==> src/rtl/ufm_burst_read_responder.sv <==
// ---------------------------------------------------------------------------
// ufm_burst_read_responder
//
// Burst read slave sitting in front of a synchronous backing ROM. A read
// command is captured while idle, the master is stalled for WAIT_CYCLES
// cycles, the command is then accepted for one cycle, and 1..3 beats are
// fetched from the ROM on consecutive cycles with a wrapping word address.
// ROM data returns one cycle after the strobe and is registered once more
// before it is presented, so every beat shows up two cycles after it was
// issued.
//
// Ports
//   clk                single clock, rising edge
//   reset_n            asynchronous active-low reset
//   ufm_addr_i         burst start word address
//   ufm_read_i         read request (held by the master while stalled)
//   ufm_burst_count_i  requested beats, 0 is treated as 1
//   ufm_wait_req_o     stall; low only in the single accept cycle
//   ufm_valid_o        one pulse per returned beat
//   ufm_data_o         returned beat, holds between pulses
//   rom_addr_o         ROM word address, holds between strobes
//   rom_rd_o           ROM read strobe
//   rom_data_i         ROM data, valid the cycle after rom_rd_o
//   busy_o             high whenever a command is in flight
// ---------------------------------------------------------------------------
module ufm_burst_read_responder #(
  parameter int  NUM_WORDS   = 512,
  parameter int  WAIT_CYCLES = 3,
  localparam int ADDR_W      = $clog2(NUM_WORDS)
) (
  input  logic              clk,
  input  logic              reset_n,
  input  logic [ADDR_W-1:0] ufm_addr_i,
  input  logic              ufm_read_i,
  input  logic [1:0]        ufm_burst_count_i,
  output logic              ufm_wait_req_o,
  output logic              ufm_valid_o,
  output logic [31:0]       ufm_data_o,
  output logic [ADDR_W-1:0] rom_addr_o,
  output logic              rom_rd_o,
  input  logic [31:0]       rom_data_i,
  output logic              busy_o
);

  typedef enum logic [2:0] {
    ST_IDLE,
    ST_WAIT,
    ST_ACCEPT,
    ST_ISSUE,
    ST_DRAIN
  } state_t;

  state_t            state_q;
  state_t            state_d;
  logic [ADDR_W-1:0] addr_q;
  logic [1:0]        beats_q;
  logic [3:0]        stall_q;
  logic [1:0]        remain_q;
  logic [ADDR_W-1:0] rom_addr_q;
  logic              rd_d1_q;

  // State register.
  always_ff @(posedge clk or negedge reset_n) begin
    if (!reset_n) begin
      state_q <= ST_IDLE;
    end else begin
      state_q <= state_d;
    end
  end

  // Next-state logic. DRAIN only ever lasts one cycle: the last beat was
  // strobed in the cycle before DRAIN, so the edge leaving DRAIN is the one
  // that puts the final valid pulse on the output.
  always_comb begin
    state_d = state_q;
    case (state_q)
      ST_IDLE: begin
        if (ufm_read_i) begin
          state_d = (WAIT_CYCLES == 0) ? ST_ACCEPT : ST_WAIT;
        end
      end
      ST_WAIT: begin
        if (stall_q <= 4'd1) begin
          state_d = ST_ACCEPT;
        end
      end
      ST_ACCEPT: begin
        state_d = (beats_q > 2'd1) ? ST_ISSUE : ST_DRAIN;
      end
      ST_ISSUE: begin
        if (remain_q == 2'd1) begin
          state_d = ST_DRAIN;
        end
      end
      ST_DRAIN: begin
        state_d = ST_IDLE;
      end
      default: begin
        state_d = ST_IDLE;
      end
    endcase
  end

  // Handshake and ROM strobe are decoded straight from the state. In ACCEPT
  // the captured start address goes out directly; afterwards rom_addr_q
  // carries the current beat address and simply holds once the burst ends.
  always_comb begin
    ufm_wait_req_o = (state_q != ST_ACCEPT);
    busy_o         = (state_q != ST_IDLE);
    rom_rd_o       = (state_q == ST_ACCEPT) || (state_q == ST_ISSUE);
    rom_addr_o     = (state_q == ST_ACCEPT) ? addr_q : rom_addr_q;
  end

  // Command capture, stall countdown and beat bookkeeping. Address and
  // count are sampled only on the capture edge so later input changes
  // cannot disturb a burst in flight.
  always_ff @(posedge clk or negedge reset_n) begin
    if (!reset_n) begin
      addr_q     <= '0;
      beats_q    <= '0;
      stall_q    <= '0;
      remain_q   <= '0;
      rom_addr_q <= '0;
    end else begin
      case (state_q)
        ST_IDLE: begin
          if (ufm_read_i) begin
            addr_q  <= ufm_addr_i;
            beats_q <= (ufm_burst_count_i == 2'd0) ? 2'd1 : ufm_burst_count_i;
            stall_q <= 4'(WAIT_CYCLES);
          end
        end
        ST_WAIT: begin
          stall_q <= stall_q - 4'd1;
        end
        ST_ACCEPT: begin
          remain_q   <= beats_q - 2'd1;
          rom_addr_q <= (beats_q > 2'd1) ? addr_q + ADDR_W'(1) : addr_q;
        end
        ST_ISSUE: begin
          remain_q <= remain_q - 2'd1;
          if (remain_q != 2'd1) begin
            rom_addr_q <= rom_addr_q + ADDR_W'(1);
          end
        end
        default: begin
        end
      endcase
    end
  end

  // Return path: the strobe is delayed two stages to line up with the ROM
  // data that was registered one stage after it came back. The data
  // register only loads on a returning beat so it holds between pulses.
  always_ff @(posedge clk or negedge reset_n) begin
    if (!reset_n) begin
      rd_d1_q     <= 1'b0;
      ufm_valid_o <= 1'b0;
      ufm_data_o  <= '0;
    end else begin
      rd_d1_q     <= rom_rd_o;
      ufm_valid_o <= rd_d1_q;
      if (rd_d1_q) begin
        ufm_data_o <= rom_data_i;
      end
    end
  end

endmodule

==> config.mk <==
export PLATFORM = sky130hd
export DESIGN_NAME = ufm_burst_read_responder
export DESIGN_NICKNAME = d
export VERILOG_FILES = /design/src/rtl/ufm_burst_read_responder.sv
export SDC_FILE = /design/constraint.sdc
export NUM_CORES = 1
export LEC_CHECK = 0
export ABC_AREA = 1
export BUFFER_PORTS_ARGS = -buffer_cell sky130_fd_sc_hd__buf_4
export CAP_MARGIN = 20
export CORE_MARGIN = 3
export CORE_UTILIZATION = 56
export CTS_CLUSTER_DIAMETER = 200
export DETAILED_ROUTE_END_ITERATION = 16
export PLACE_DENSITY = 0.95
export SYNTH_ARGS = -nofsm -noshare
export SYNTH_HDL_FRONTEND = slang
export SYNTH_SLANG_ARGS = --single-unit
export TNS_END_PERCENT = 1
==> constraint.sdc <==
create_clock -name clk -period 2.39 [get_ports clk]
set_input_delay 0.1195 -clock clk [delete_from_list [all_inputs] [get_ports clk]]
set_output_delay 0.1195 -clock clk [all_outputs]
set_load 0.02 [all_outputs]
==> flow_summary.json, run 1 <==
{
  "detail_route.wl_per_cell_um": 14.33,
  "layout-drive-gt1-share_pct": 34.50,
  "grt_usage_pct": 23.43,
  "grt_pass1_wl_um": 11570,
  "grt_max_degree": 64,
  "start_kind": "register",
  "finalWirelength_um": 7150,
  "ios": 91,
  "tns_ns": 0,
  "num_rows": 26,
  "status": "completed",
  "ys_seq_elements": 63,
  "cts.htree.levels": 3,
  "finalHoldViolCount": 0,
  "synthMuxAreaShare_pct": 11.64,
  "cts_buffer_depth": 2,
  "synthAdderAreaFrac_pct": 2.424,
  "worstPathArrival_ns": 1.75,
  "tightestPinTransition_ns": 0.7628,
  "synth_compound_area_share_pct": 7.717,
  "crit_end": "rom_addr_o[6]",
  "ff2ff_setup_slack_ns": 0.73,
  "finish.utilization_pct": 77.83,
  "cts_sinks": 63,
  "path_max_fanout": 17,
  "fmax_mhz": 536.3,
  "drt-initial-drc-count": 118,
  "synth_xor_area_share_pct": 0.8485,
  "design.die.area_um2": 6459,
  "crit_path_end_kind": "output pin",
  "die_x_um": 80.37,
  "yosys.area_share.simple_pct": 20.28,
  "final.setup_skew_ns": 0.006489,
  "drc": 0,
  "n_antenna_cell": 0,
  "first_pass_iters": 4,
  "maxCapViolCount": 0,
  "root_buffer": "clkbuf_8",
  "slew_headroom_pct": 49.15,
  "core-area_um2": 5238,
  "cts_resized": 0,
  "ant_nets": 0,
  "cts_tree": "done",
  "cts_setup_buffers": 0,
  "overflow": 0,
  "setup.worst_path.start": "state_q[2]",
  "ys_types": 32,
  "required_ns": 2.27,
  "max-vdd-ir-drop_uv": 738.5,
  "initial_core_util_pct": 59.13,
  "r2r-start": "beats_q[1]",
  "vias": 2594,
  "dp_hpwl_um": 5150,
  "yosysSeqAreaShare_pct": 50.91,
  "cellPowerDensity_nw_per_um2": 1452,
  "synth_nets": 374,
  "fillerInstances": 311,
  "syn_area_um2": 3097,
  "synth_top_family_by_area": "simple AND/OR/NAND/NOR gates",
  "syn_inst": 322,
  "final_common_cell": "buf_4",
  "slew_violations": 0,
  "yosys_warnings": 0,
  "rr_endpoint": "rom_addr_q[5]",
  "antenna_found_initial": 0,
  "leakage_nw": 2.025,
  "finalPower_mw": 5.920,
  "syn2layout_area_growth_pct": 31.64,
  "clkTransAtPathRegs_ns": 0.06,
  "cts_hold_buffers": 10,
  "avgSynthCellArea_um2": 9.617,
  "hp-class": "in -> reg",
  "cts_made_buffers": 9,
  "nets": 478,
  "reg2reg_depth": 10,
  "rsz0062_at_grt": "no",
  "viasPerCell": 5.198,
  "min_period_ns": 1.865,
  "post-route-period-util_pct": 78.01,
  "io_buffers": 90,
  "setup_viol": 0,
  "die_h_um": 80.37,
  "layout_common_cells": "buf_4, nand2_1, dfrtp_1, inv_1, mux2_2",
  "hold_ws_ns": 0.02071,
  "clock_latency_ns": 0.33,
  "routabilityCongestion": 0.8881,
  "crit_type": "reg -> out",
  "grt_pass1_vias": 2491
}
==> critical path, cell delays in order, from the launching register on <==
cell and delay [ns]:
dfrtp_1 0.43, inv_1 0.11, nand2_4 0.11, nor2_8 0.22, inv_4 0.09, o21ai_0 0.26, buf_4 0.20
==> layout make-up <==
type | instances | area, um^2 | area share (%)
multi-input cells | 216 | 1329 | 32.60
clock buffers | 13 | 158.9 | 3.898
well taps | 70 | 87.58 | 2.149
flip-flops and latches | 63 | 1577 | 38.67
inverters | 35 | 136.4 | 3.346
clock inverters | 1 | 5.005 | 0.1228
repair buffers | 101 | 783.3 | 19.21
==> logic make-up after synthesis <==
logic type	Yosys count
AOI/OAI and AO/OA	41
DFF	63
xor gates and xnor gates	3
adders and majority gates	6
and+or+nand+nor	134
buffers and inverters	43
muxes	32
==> per-stage QoR <==
stage | worst slack, ns | instances | cell area (um^2)
after floorplan | 0.9541 | 322 | 3097
after global placement | 0.9020 | 475 | 3812
after detailed placement | 0.7683 | 475 | 3812
after CTS | 0.5304 | 499 | 4076
after global routing | 0.4247 | 499 | 4076
final | 0.5255 | 499 | 4076
==> how the worst min path moves through the flow <==
stage | cells after the start | to | slack [ns] | start
6_report | 2 | ufm_data_o[1] | 0.02 | rom_data_i[1]
5_1_grt | 2 | ufm_data_o[26] | 0.005 | rom_data_i[26]
4_1_cts | 2 | ufm_data_o[1] | 0.003 | rom_data_i[1]
3_5_place_dp | 1 | ufm_data_o[22] | 0.25 | reset_n
3_3_place_gp | 1 | ufm_data_o[21] | 0.24 | reset_n
2_1_floorplan | 0 | addr_q[0] | -0.18 | reset_n
==> power by group <==
group          internal, mW  switching [mW]
registers              1.61           0.411
clock network         0.420           0.366
logic                  1.34            1.78
==> cell usage after synthesis <==
cell type	instances	area (um^2)
nand2_1	79	296.5
dfrtp_1	63	1577
inv_1	31	116.4
mux2_2	30	337.8
nand3_1	27	135.1
o21ai_0	26	130.1
nor2_1	15	56.30
ha_1	6	75.07
buf_2	5	25.02
o21ai_1	5	25.02
nand2_4	3	33.78
xor2_1	3	26.28
a21oi_1	2	10.01
a31oi_2	2	25.02
inv_2	2	7.510
inv_4	2	12.51
mux2_1	2	22.52
nand3b_1	2	15.01
nand4_1	2	12.51
nor2_2	2	12.51
nor2_8	2	40.04
a211oi_1	1	7.510
a22o_1	1	8.760
a22oi_1	1	7.510
a41oi_1	1	8.760
buf_6	1	11.26
buf_8	1	15.01
clkbuf_1	1	3.750
nand3_2	1	10.01
nor3_4	1	16.27
o211ai_1	1	7.510
o221ai_1	1	8.760
==> registers in the layout (all words and copies together), names as in the netlist <==
| signal | count |
|---|---|
| state_q | 3 |
| stall_q | 4 |
| ufm_valid_o | 1 |
| rd_d1_q | 1 |
| ufm_data_o | 32 |
| addr_q | 9 |
| beats_q | 2 |
| remain_q | 2 |
| rom_addr_q | 9 |
==> metal layers <==
| layer | up-vias | track usage [%] | part of all wire [%] |
|---|---|---|---|
| met2 | 104 | 39.32 | 49 |
| met5 | - | 0 | 0 |
| met1 | 1203 | 28.33 | 42 |
| met3 | 15 | 5.830 | 6.9 |
| met4 | 0 | 10.64 | 2.1 |
| li1 | 1272 | - | - |
(Power assumes the default switching activity.)
==> inputs of run 2 (changes only) <==
--- a/config.mk
+++ b/config.mk
@@ -9,10 +9,10 @@
 export BUFFER_PORTS_ARGS = -buffer_cell sky130_fd_sc_hd__buf_4
 export CAP_MARGIN = 20
 export CORE_MARGIN = 3
-export CORE_UTILIZATION = 56
+export CORE_UTILIZATION = 47
 export CTS_CLUSTER_DIAMETER = 200
 export DETAILED_ROUTE_END_ITERATION = 16
-export PLACE_DENSITY = 0.95
+export PLACE_DENSITY = 0.89
 export SYNTH_ARGS = -nofsm -noshare
 export SYNTH_HDL_FRONTEND = slang
 export SYNTH_SLANG_ARGS = --single-unit
==> constraint.sdc (replaced) <==
create_clock -name clk -period 1.54 [get_ports clk]
set_input_delay 0.077 -clock clk [delete_from_list [all_inputs] [get_ports clk]]
set_output_delay 0.077 -clock clk [all_outputs]
set_load 0.02 [all_outputs]
==> run 2 against run 1 <==
Combinational power is 80% higher. Power rose by 73%. Die area grew 18%. The flow now finishes with violations (negative setup slack). Clock-buffer cell count down 3. Via count is 9.6% higher. Setup slack worse by 0.55 ns. Register-to-register slack lost 0.67 ns.
==> flow_summary.json, run 2 (synthesis gave the netlist of run 1 again) <==
{
  "finish.utilization_pct": 76.63,
  "viasPerCell": 5.180,
  "reg_top3": "ufm_data_o (32), addr_q (9), rom_addr_q (9)",
  "required_ns": 1.46,
  "slew_headroom_pct": 71.89,
  "final_area_um2": 4698,
  "antenna_found_initial": 0,
  "routabilityCongestion": 0.8786,
  "max-vdd-ir-drop_uv": 1563,
  "grt_max_degree": 35,
  "regMostFlops": "ufm_data_o",
  "violations": "negative setup slack",
  "tns_ns": -0.04618,
  "syn2layout_area_growth_pct": 51.72,
  "core-area_um2": 6131,
  "min_period_ns": 1.563,
  "r2r-start": "state_q[2]",
  "design.die.area_um2": 7599,
  "num_rows": 28,
  "maxCapViolCount": 0,
  "clock_latency_ns": 0.34,
  "detail_route.wl_per_cell_um": 16.10,
  "die_x_um": 87.17,
  "n_antenna_cell": 0,
  "layout-drive-gt1-share_pct": 39.24,
  "largest_reg_flops": 32,
  "reg2reg_depth": 9,
  "rr_endpoint": "rom_addr_q[0]",
  "cts_made_buffers": 9,
  "path_max_fanout": 7,
  "ff2ff_setup_slack_ns": 0.06,
  "fillerInstances": 351,
  "crit_type": "reg -> out",
  "placed_area_um2": 3896,
  "drt-initial-drc-count": 102,
  "root_buffer": "clkbuf_8",
  "layout_common_cells": "buf_4, nand2_1, dfrtp_1, dlygate4sd3_1",
  "vias": 2844,
  "cellPowerDensity_nw_per_um2": 2178,
  "crit_path_end_kind": "output pin",
  "grt_pass1_wl_um": 13490,
  "crit_path_max_incr_delay_ns": 0.39,
  "overflow": 0,
  "timing.final.ws_setup_ns": -0.02277,
  "start_kind": "register",
  "finalWirelength_um": 8840,
  "worstPathArrival_ns": 1.49,
  "finalPower_mw": 10.23,
  "grt_usage_pct": 23.29,
  "worst_path_max_delay_cell": "dfrtp_1",
  "drc": 0,
  "slew_violations": 0,
  "dp_hpwl_um": 5204,
  "cts_buffer_depth": 2,
  "crit_end": "rom_addr_o[1]",
  "initial_core_util_pct": 50.51,
  "setup.worst_path.start": "state_q[2]",
  "final_common_cell": "buf_4",
  "fmax_mhz": 639.9,
  "io_buffers": 90,
  "ant_nets": 0,
  "nets": 521,
  "final.setup_skew_ns": 0.007789,
  "grt_pass1_vias": 2835,
  "cts.htree.levels": 3,
  "hp-class": "in -> reg",
  "cts_tree": "done",
  "setup_viol": 4,
  "cts_sinks": 63,
  "first_pass_iters": 4,
  "clkTransAtPathRegs_ns": 0.07,
  "post-route-period-util_pct": 101.5,
  "finalHoldViolCount": 0,
  "die_h_um": 87.17,
  "status": "finished, violations left",
  "crit_path_frequent_cell": "nand2_2",
  "leakage_nw": 2.296,
  "ios": 91,
  "tightestPinTransition_ns": 0.4217,
  "crit_chain": "inv_2 > nand2_4 > nor2_8 > buf_12 > nand2_2 > nand2_2 > buf_6",
  "rsz0062_at_grt": "yes"
}
-- run 2: cell type report --
| class | instances | area [um^2] | share of cell area (%) |
|---|---|---|---|
| timing repair buffer | 144 | 1267 | 26.98 |
| clock inverter | 6 | 60.06 | 1.278 |
| multi-input combinational | 216 | 1424 | 30.31 |
| sequential | 63 | 1579 | 33.61 |
| tap | 75 | 93.84 | 1.997 |
| inverter | 35 | 136.4 | 2.903 |
| clock buffer | 10 | 137.6 | 2.929 |
-- run 2: power breakdown --
part	leakage (nW)	internal (mW)	switching (mW)
clock network	0.0981	0.782	0.643
logic	1.44	2.52	3.11
registers	0.753	2.50	0.680
total	2.30	5.80	4.43
-- run 2: metrics by stage --
step / hold slack, ns / cells / setup slack [ns]
finish: 0.01732 / 549 / -0.02277
global route: 0.04284 / 549 / -0.06614
CTS: 0.007884 / 548 / -0.004862
detailed placement: 0.04237 / 487 / 0.03065
global placement: 0.03694 / 487 / 0.08820
floorplan: -0.2186 / 322 / 0.1466
-- run 2: worst min-delay path by stage --
stage	start	endpoint	slack (ns)	cells after the start
6_report	ufm_burst_count_i[1]	beats_q[1]	0.02	3
3_5_place_dp	reset_n	ufm_data_o[28]	0.04	1
2_1_floorplan	reset_n	addr_q[0]	-0.22	0
3_3_place_gp	reset_n	ufm_data_o[28]	0.04	1
5_1_grt	ufm_burst_count_i[0]	beats_q[0]	0.04	3
4_1_cts	ufm_burst_count_i[1]	beats_q[1]	0.008	3
-- run 2: routing by layer --
layer	track usage (%)	routed length, um	share of wire [%]	vias to the layer above
li1	-	-	-	1355
met1	27.83	3596	41	1359
met2	41.06	4467	51	115
met3	6.149	653	7.4	15
met4	6.974	122	1.4	0
met5	0	0	0	-
-- run 2: worst max-delay path, delay by kind of cell (launching register included) --
kind,cells,cell delay [ns]
flops,1,0.39
buf+inv,3,0.35
simple gates,4,0.40
-- run 2: repair_timing --
action,CTS,global route
setup endpoints to repair,11,19
gates resized for setup,7,40
hold buffers,42,0
endpoints found under the hold margin,74,0
buffers inserted,3,0
gates cloned,0,1
pin swaps,1,3
